File: config.mk
export PLATFORM = sky130hd
export DESIGN_NAME = huffman_encoder
export DESIGN_NICKNAME = d
export VERILOG_FILES = /design/src/rtl/huffman_pkg.sv /design/src/rtl/huffman_code_lut.sv /design/src/rtl/huffman_encoder.sv
export SDC_FILE = /design/constraint.sdc
export NUM_CORES = 1
export LEC_CHECK = 0
export BUFFER_PORTS_ARGS = -buffer_cell sky130_fd_sc_hd__buf_2
export CORE_UTILIZATION = 60
export DETAILED_ROUTE_END_ITERATION = 8
export GPL_TIMING_DRIVEN = 1
export PLACE_DENSITY = 0.89
export REMOVE_ABC_BUFFERS = 1
export SYNTH_ARGS = -nofsm -noshare
export SYNTH_HDL_FRONTEND = slang
export SYNTH_HIERARCHICAL = 1
export SYNTH_SLANG_ARGS = --single-unit
File: constraint.sdc
create_clock -name clk -period 4.2 [get_ports clk]
set_input_delay 0.84 -clock clk [delete_from_list [all_inputs] [get_ports clk]]
set_output_delay 0.84 -clock clk [all_outputs]
set_load 0.03 [all_outputs]
File: src/rtl/huffman_pkg.sv
// Shared Huffman code table and encoder state encoding.
// The decoder imports the same table, so edit both ends together.
package huffman_pkg;

  localparam int MAX_LEN = 6;

  // Codes are left-aligned in 6 bits; the unused LSBs are zero.
  localparam logic [15:0][5:0] CODE_TAB = {
    6'b000101, 6'b000100, 6'b000000, 6'b000111,
    6'b000000, 6'b000000, 6'b011100, 6'b000110,
    6'b011010, 6'b001100, 6'b001000, 6'b011001,
    6'b011000, 6'b010100, 6'b010000, 6'b100000
  };

  localparam logic [15:0][2:0] LEN_TAB = {
    3'd6, 3'd6, 3'd0, 3'd6,
    3'd0, 3'd4, 3'd4, 3'd6,
    3'd5, 3'd4, 3'd4, 3'd6,
    3'd6, 3'd4, 3'd4, 3'd1
  };

  // Symbols 11 and 13 have no code.
  localparam logic [15:0] VALID_TAB = 16'hD7FF;

  typedef enum logic [1:0] {
    RUN   = 2'd0,
    FLUSH = 2'd1,
    DONE  = 2'd2
  } state_t;

endpackage

File: src/rtl/huffman_code_lut.sv
// Combinational symbol-to-code lookup: left-aligned code, length, codable flag.
module huffman_code_lut
  import huffman_pkg::*;
(
  input  logic [3:0] in_sym,
  output logic [5:0] code,
  output logic [2:0] len,
  output logic       valid
);

  assign code  = CODE_TAB[in_sym];
  assign len   = LEN_TAB[in_sym];
  assign valid = VALID_TAB[in_sym];

endmodule

File: src/rtl/huffman_encoder.sv
// Streaming Huffman encoder packing prefix codes MSB-first into OUT_W-bit words.
// A flush drains the accumulator and tags the final word with its valid-bit count.
module huffman_encoder
  import huffman_pkg::*;
#(
  parameter int OUT_W = 6,
  parameter int CNT_W = 16
) (
  input  logic             clk,
  input  logic             rst,
  input  logic             in_valid,
  input  logic [3:0]       in_sym,
  output logic             in_ready,
  input  logic             flush,
  output logic             out_valid,
  output logic [OUT_W-1:0] out_data,
  output logic [2:0]       out_nbits,
  output logic             out_last,
  input  logic             out_ready,
  output logic             err,
  output logic             done,
  output logic [CNT_W-1:0] bit_count
);

  localparam int ACC_W = OUT_W + MAX_LEN - 1;
  localparam int OCC_W = $clog2(ACC_W + 1);
  localparam logic [OCC_W-1:0] OUT_W_C = OCC_W'(OUT_W);

  state_t           state;
  state_t           state_next;
  logic [ACC_W-1:0] acc;
  logic [OCC_W-1:0] cnt;
  logic [5:0]       code;
  logic [2:0]       len;
  logic             code_ok;
  logic             push;
  logic             pop;
  logic [ACC_W-1:0] code_wide;

  huffman_code_lut u_lut (
    .in_sym (in_sym),
    .code   (code),
    .len    (len),
    .valid  (code_ok)
  );

  // All handshake outputs derive from registered state only, so out_ready
  // never reaches in_ready combinationally.
  assign in_ready  = (state == RUN) && (cnt < OUT_W_C);
  assign out_valid = (state == RUN)   ? (cnt >= OUT_W_C)
                   : (state == FLUSH) ? (cnt != '0)
                   : 1'b0;
  assign out_last  = (state == FLUSH) && (cnt != '0) && (cnt <= OUT_W_C);
  assign out_nbits = !out_valid        ? 3'd0
                   : (cnt >= OUT_W_C)  ? 3'(OUT_W)
                   : 3'(cnt);
  // Bits below cnt are kept zero, so the final word is already zero-padded.
  assign out_data  = out_valid ? acc[ACC_W-1 -: OUT_W] : '0;
  assign done      = (state == DONE);

  assign push      = in_valid && in_ready;
  assign pop       = out_valid && out_ready;
  assign code_wide = {code, {(ACC_W - MAX_LEN){1'b0}}} >> cnt;

  always_ff @(posedge clk) begin
    if (!rst) begin
      state <= RUN;
    end else begin
      state <= state_next;
    end
  end

  always_comb begin
    state_next = state;
    case (state)
      RUN:     if (flush) state_next = FLUSH;
      FLUSH:   if ((cnt == '0) || (pop && out_last)) state_next = DONE;
      DONE:    state_next = RUN;
      default: state_next = RUN;
    endcase
  end

  // Push and pop never coincide: in_ready and out_valid are disjoint in RUN.
  always_ff @(posedge clk) begin
    if (!rst) begin
      acc       <= '0;
      cnt       <= '0;
      bit_count <= '0;
      err       <= 1'b0;
    end else begin
      err <= push && !code_ok;
      if (state == DONE) begin
        acc <= '0;
        cnt <= '0;
      end else if (push && code_ok) begin
        acc       <= acc | code_wide;
        cnt       <= cnt + OCC_W'(len);
        bit_count <= bit_count + CNT_W'(len);
      end else if (pop) begin
        acc <= acc << OUT_W;
        cnt <= (cnt >= OUT_W_C) ? (cnt - OUT_W_C) : '0;
      end
    end
  end

endmodule

==> impl_metrics.tcl <==
set metrics [dict create \
    outcome "completed" \
    grt_pass1_wl_mm 9.16 \
    drtIter0Drc 172 \
    ios 39 \
    synthAdderAreaFrac_pct 8.63 \
    finalNonFillerCells 365 \
    path_buf_inv 1 \
    initial_core_util_pct 63.2 \
    final.setup.tns_ns 0 \
    synth_ff_type "dfxtp_1" \
    cp_max_fo 22 \
    timing.final.crit_share_pct 80.0 \
    drv_slew 0 \
    numPortBuffers 38 \
    critPathCapture "out_data[1]" \
    avgSynthCellArea_um2 8.15 \
    tightest_slew_ns 0.778 \
    clockRootBuffer "clkbuf_8" \
    coreArea_um2 3720 \
    clk_pin_slew_ns 0.07 \
    worstPathRequired_ns 3.36 \
    path_depth 5 \
    slew_headroom_pct 48.1 \
    nFillCells 312 \
    swShare_pct 31.5 \
    crit_chain "a21o_1 > o21ai_0 > nor2_1 > and2_1 > buf_2" \
    grt_use_total_pct 28.2 \
    grt-ovfl-total 0 \
    seq_area_frac_synth_pct 29.0 \
    fin_crit_ns 3.36 \
    maxCapViolations 0 \
    hpwl_mm 3.74 \
    rsz0062_at_grt "no" \
    ir_drop_mv 0.246 \
    synth_edf_count 0 \
    hold_start "acc[4]" \
    synth_warnings 6 \
    cts_resized 0 \
    clock_power_share_pct 35.1 \
    power.density_nw_per_um2 330 \
    synth_xor_area_share_pct 1.12 \
    r2r_start "cnt[2]" \
    rows 22 \
    synthCells 288 \
    cts_max_level 2 \
    hold_buffers 0 \
    synth.distinct_cells 54 \
    wl_mm 5.57 \
    remaining_drc_errors 0 \
    fin_total_pwr_uw 859 \
    endpoint_kind "output pin" \
    tritoncts "built" \
    first_pass_iters 5 \
    n_antenna_cell 0 \
    postCtsSetupRepairBufs 0 \
    vias_per_cell 6.17 \
    hold_viol 0 \
    r2r-end "bit_count[15]" \
    dp_cells 357 \
    antenna_found_initial 0 \
    async_flop_share_pct 0 \
    p_leak_uw 0.00106 \
    ys_ff_latch 34 \
    setup_viol 0 \
    cts_made_buffers 5 \
    crit_slowest_cell "dfxtp_1" \
    area_delta_synth_final_pct 10.9 \
    combPwrFrac_pct 22.8 \
    wl_per_cell_um 15.3 \
    clock-sinks 34 \
    drive_gt1_share_pct 18.3 \
    clkLatencyLatePin_ns 0.29 \
    dieArea_um2 4170 \
    hp-class "reg -> reg" \
    final_nets 340 \
    reg2reg_depth 4 \
    worst_ep_arrival_time_ns 2.52 \
    start_kind "register" \
    die_width_um 64.6 \
    pwr-share-seq_pct 42.1 \
    synth-compound-area-share_pct 23.4 \
    p_int_uw 588 \
    startpoint "cnt[2]" \
    vias 2251 \
    switching_power_uw 271 \
    worstSetupPathType "reg -> out" \
    grt_max_degree 23 \
    slowest_delay_ns 0.83 \
    clock-skew-final_ns 0.00690 \
    grt_pass1_vias 2055 \
    dieHeight_um 64.6 \
    synth_top_family_by_area "simple AND/OR/NAND/NOR gates" \
    gp_congestion 0.920 \
    crit_family "flip-flops" \
    ant_nets 0 \
    synth_area_um2 2350 \
    clock_path_buffers 2 \
    synthSimpleGateAreaFrac_pct 23.5 \
    rrSetupSlack_ns 2.01 \
    max_freq_mhz 297 \
    synthMuxAreaShare_pct 6.77 \
]
==> cells in the final DEF (no fill, tap or decap), types with 3 or more instances in the layout <==
cell	synthesis	routed
o21a_1	3	3
ha_1	13	13
nor2_1	23	23
a21oi_1	26	26
o21ai_1	4	4
nand2_1	17	17
o22ai_1	3	3
a211oi_1	7	7
and2_1	8	8
mux2i_1	11	11
o21ai_0	16	16
clkbuf_8	0	5
buf_2	4	38
or3_1	11	11
a31oi_1	4	4
o211ai_1	4	4
nand4_1	3	3
inv_1	15	15
nand3_1	11	11
nor3_1	7	7
dfxtp_1	34	34
nand2b_1	6	6
xnor2_1	3	3
==> worst register-to-register path, cell delays in order, from the launching register on <==
cell and delay [ns]:
dfxtp_1 0.56, a21o_1 0.42, a211o_1 0.47, or4_1 0.51
a21oi_1 0.14
==> worst min-delay path by stage <==
stage	end	cells past startpoint
4_1_cts	acc[4]	2
3_5_place_dp	acc[4]	2
3_3_place_gp	acc[4]	2
2_1_floorplan	acc[4]	2
6_report	acc[4]	2
5_1_grt	acc[4]	2
==> per-layer routing <==
layer	global-route usage, %	vias up	part of all wire (%)
li1	-	1105	-
met1	35.7	1055	45
met2	44.5	82	49
met3	6.51	9	5.2
met4	14.4	0	1.5
met5	0	-	0
==> sequential cells by signal, indices dropped and copies added, names as in the netlist <==
signal / count
bit_count: 16
state: 2
acc: 11
cnt: 4
err: 1
==> cells by family after synthesis <==
group | Yosys count
xor gates and xnor gates | 3
buffers and inverters | 35
muxes | 15
AOI/OAI and AO/OA | 86
and+or+nand+nor | 100
DFF | 34
adders and majority gates | 15
==> power by group through the flow <==
stage | Combinational [µW] | Clock, µW | Sequential (µW)
after floorplan | 131 | 0 | 372
after global placement | 187 | 0 | 367
after detailed placement | 191 | 0 | 368
after CTS | 193 | 303 | 361
after global routing | 217 | 319 | 365
final | 195 | 302 | 362
==> metrics by stage <==
step                      utilization [%]  hold WS [ns]  instance area, µm²  setup slack (ns)
after floorplan                         -         0.426                2230              1.04
after global placement               67.2         0.436                2500             0.965
after detailed placement             67.2         0.450                2500             0.766
after CTS                            70.1         0.460                2610             0.860
after global routing                 70.1         0.477                2610             0.648
final                                70.1         0.461                2610             0.839
==> cell usage after synthesis (5+ instances only) <==
cell / count / share of area (%)
nor2_1: 23 / 3.7
buf_6: 5 / 2.4
or3_1: 11 / 2.9
clkbuf_1: 8 / 1.3
a211oi_1: 7 / 2.2
mux2i_1: 11 / 4.7
nand2_1: 17 / 2.7
nor3_1: 7 / 1.5
nand2b_1: 6 / 1.6
a21oi_1: 26 / 5.5
ha_1: 13 / 6.9
inv_1: 15 / 2.4
o21ai_0: 16 / 3.4
dfxtp_1: 34 / 29
nand3_1: 11 / 2.3
and2_1: 8 / 2.1
==> area by class of cell <==
cell class | instances | area [µm²] | share of cell area (%)
multi-input combinational | 219 | 1490 | 57.2
sequential | 34 | 681 | 26.1
timing repair buffer | 40 | 205 | 7.88
clock buffer | 5 | 68.8 | 2.64
inverter | 16 | 60.1 | 2.31
tap | 48 | 60.1 | 2.31
clock inverter | 3 | 40.0 | 1.54
Power figures use the tool's default switching activity.
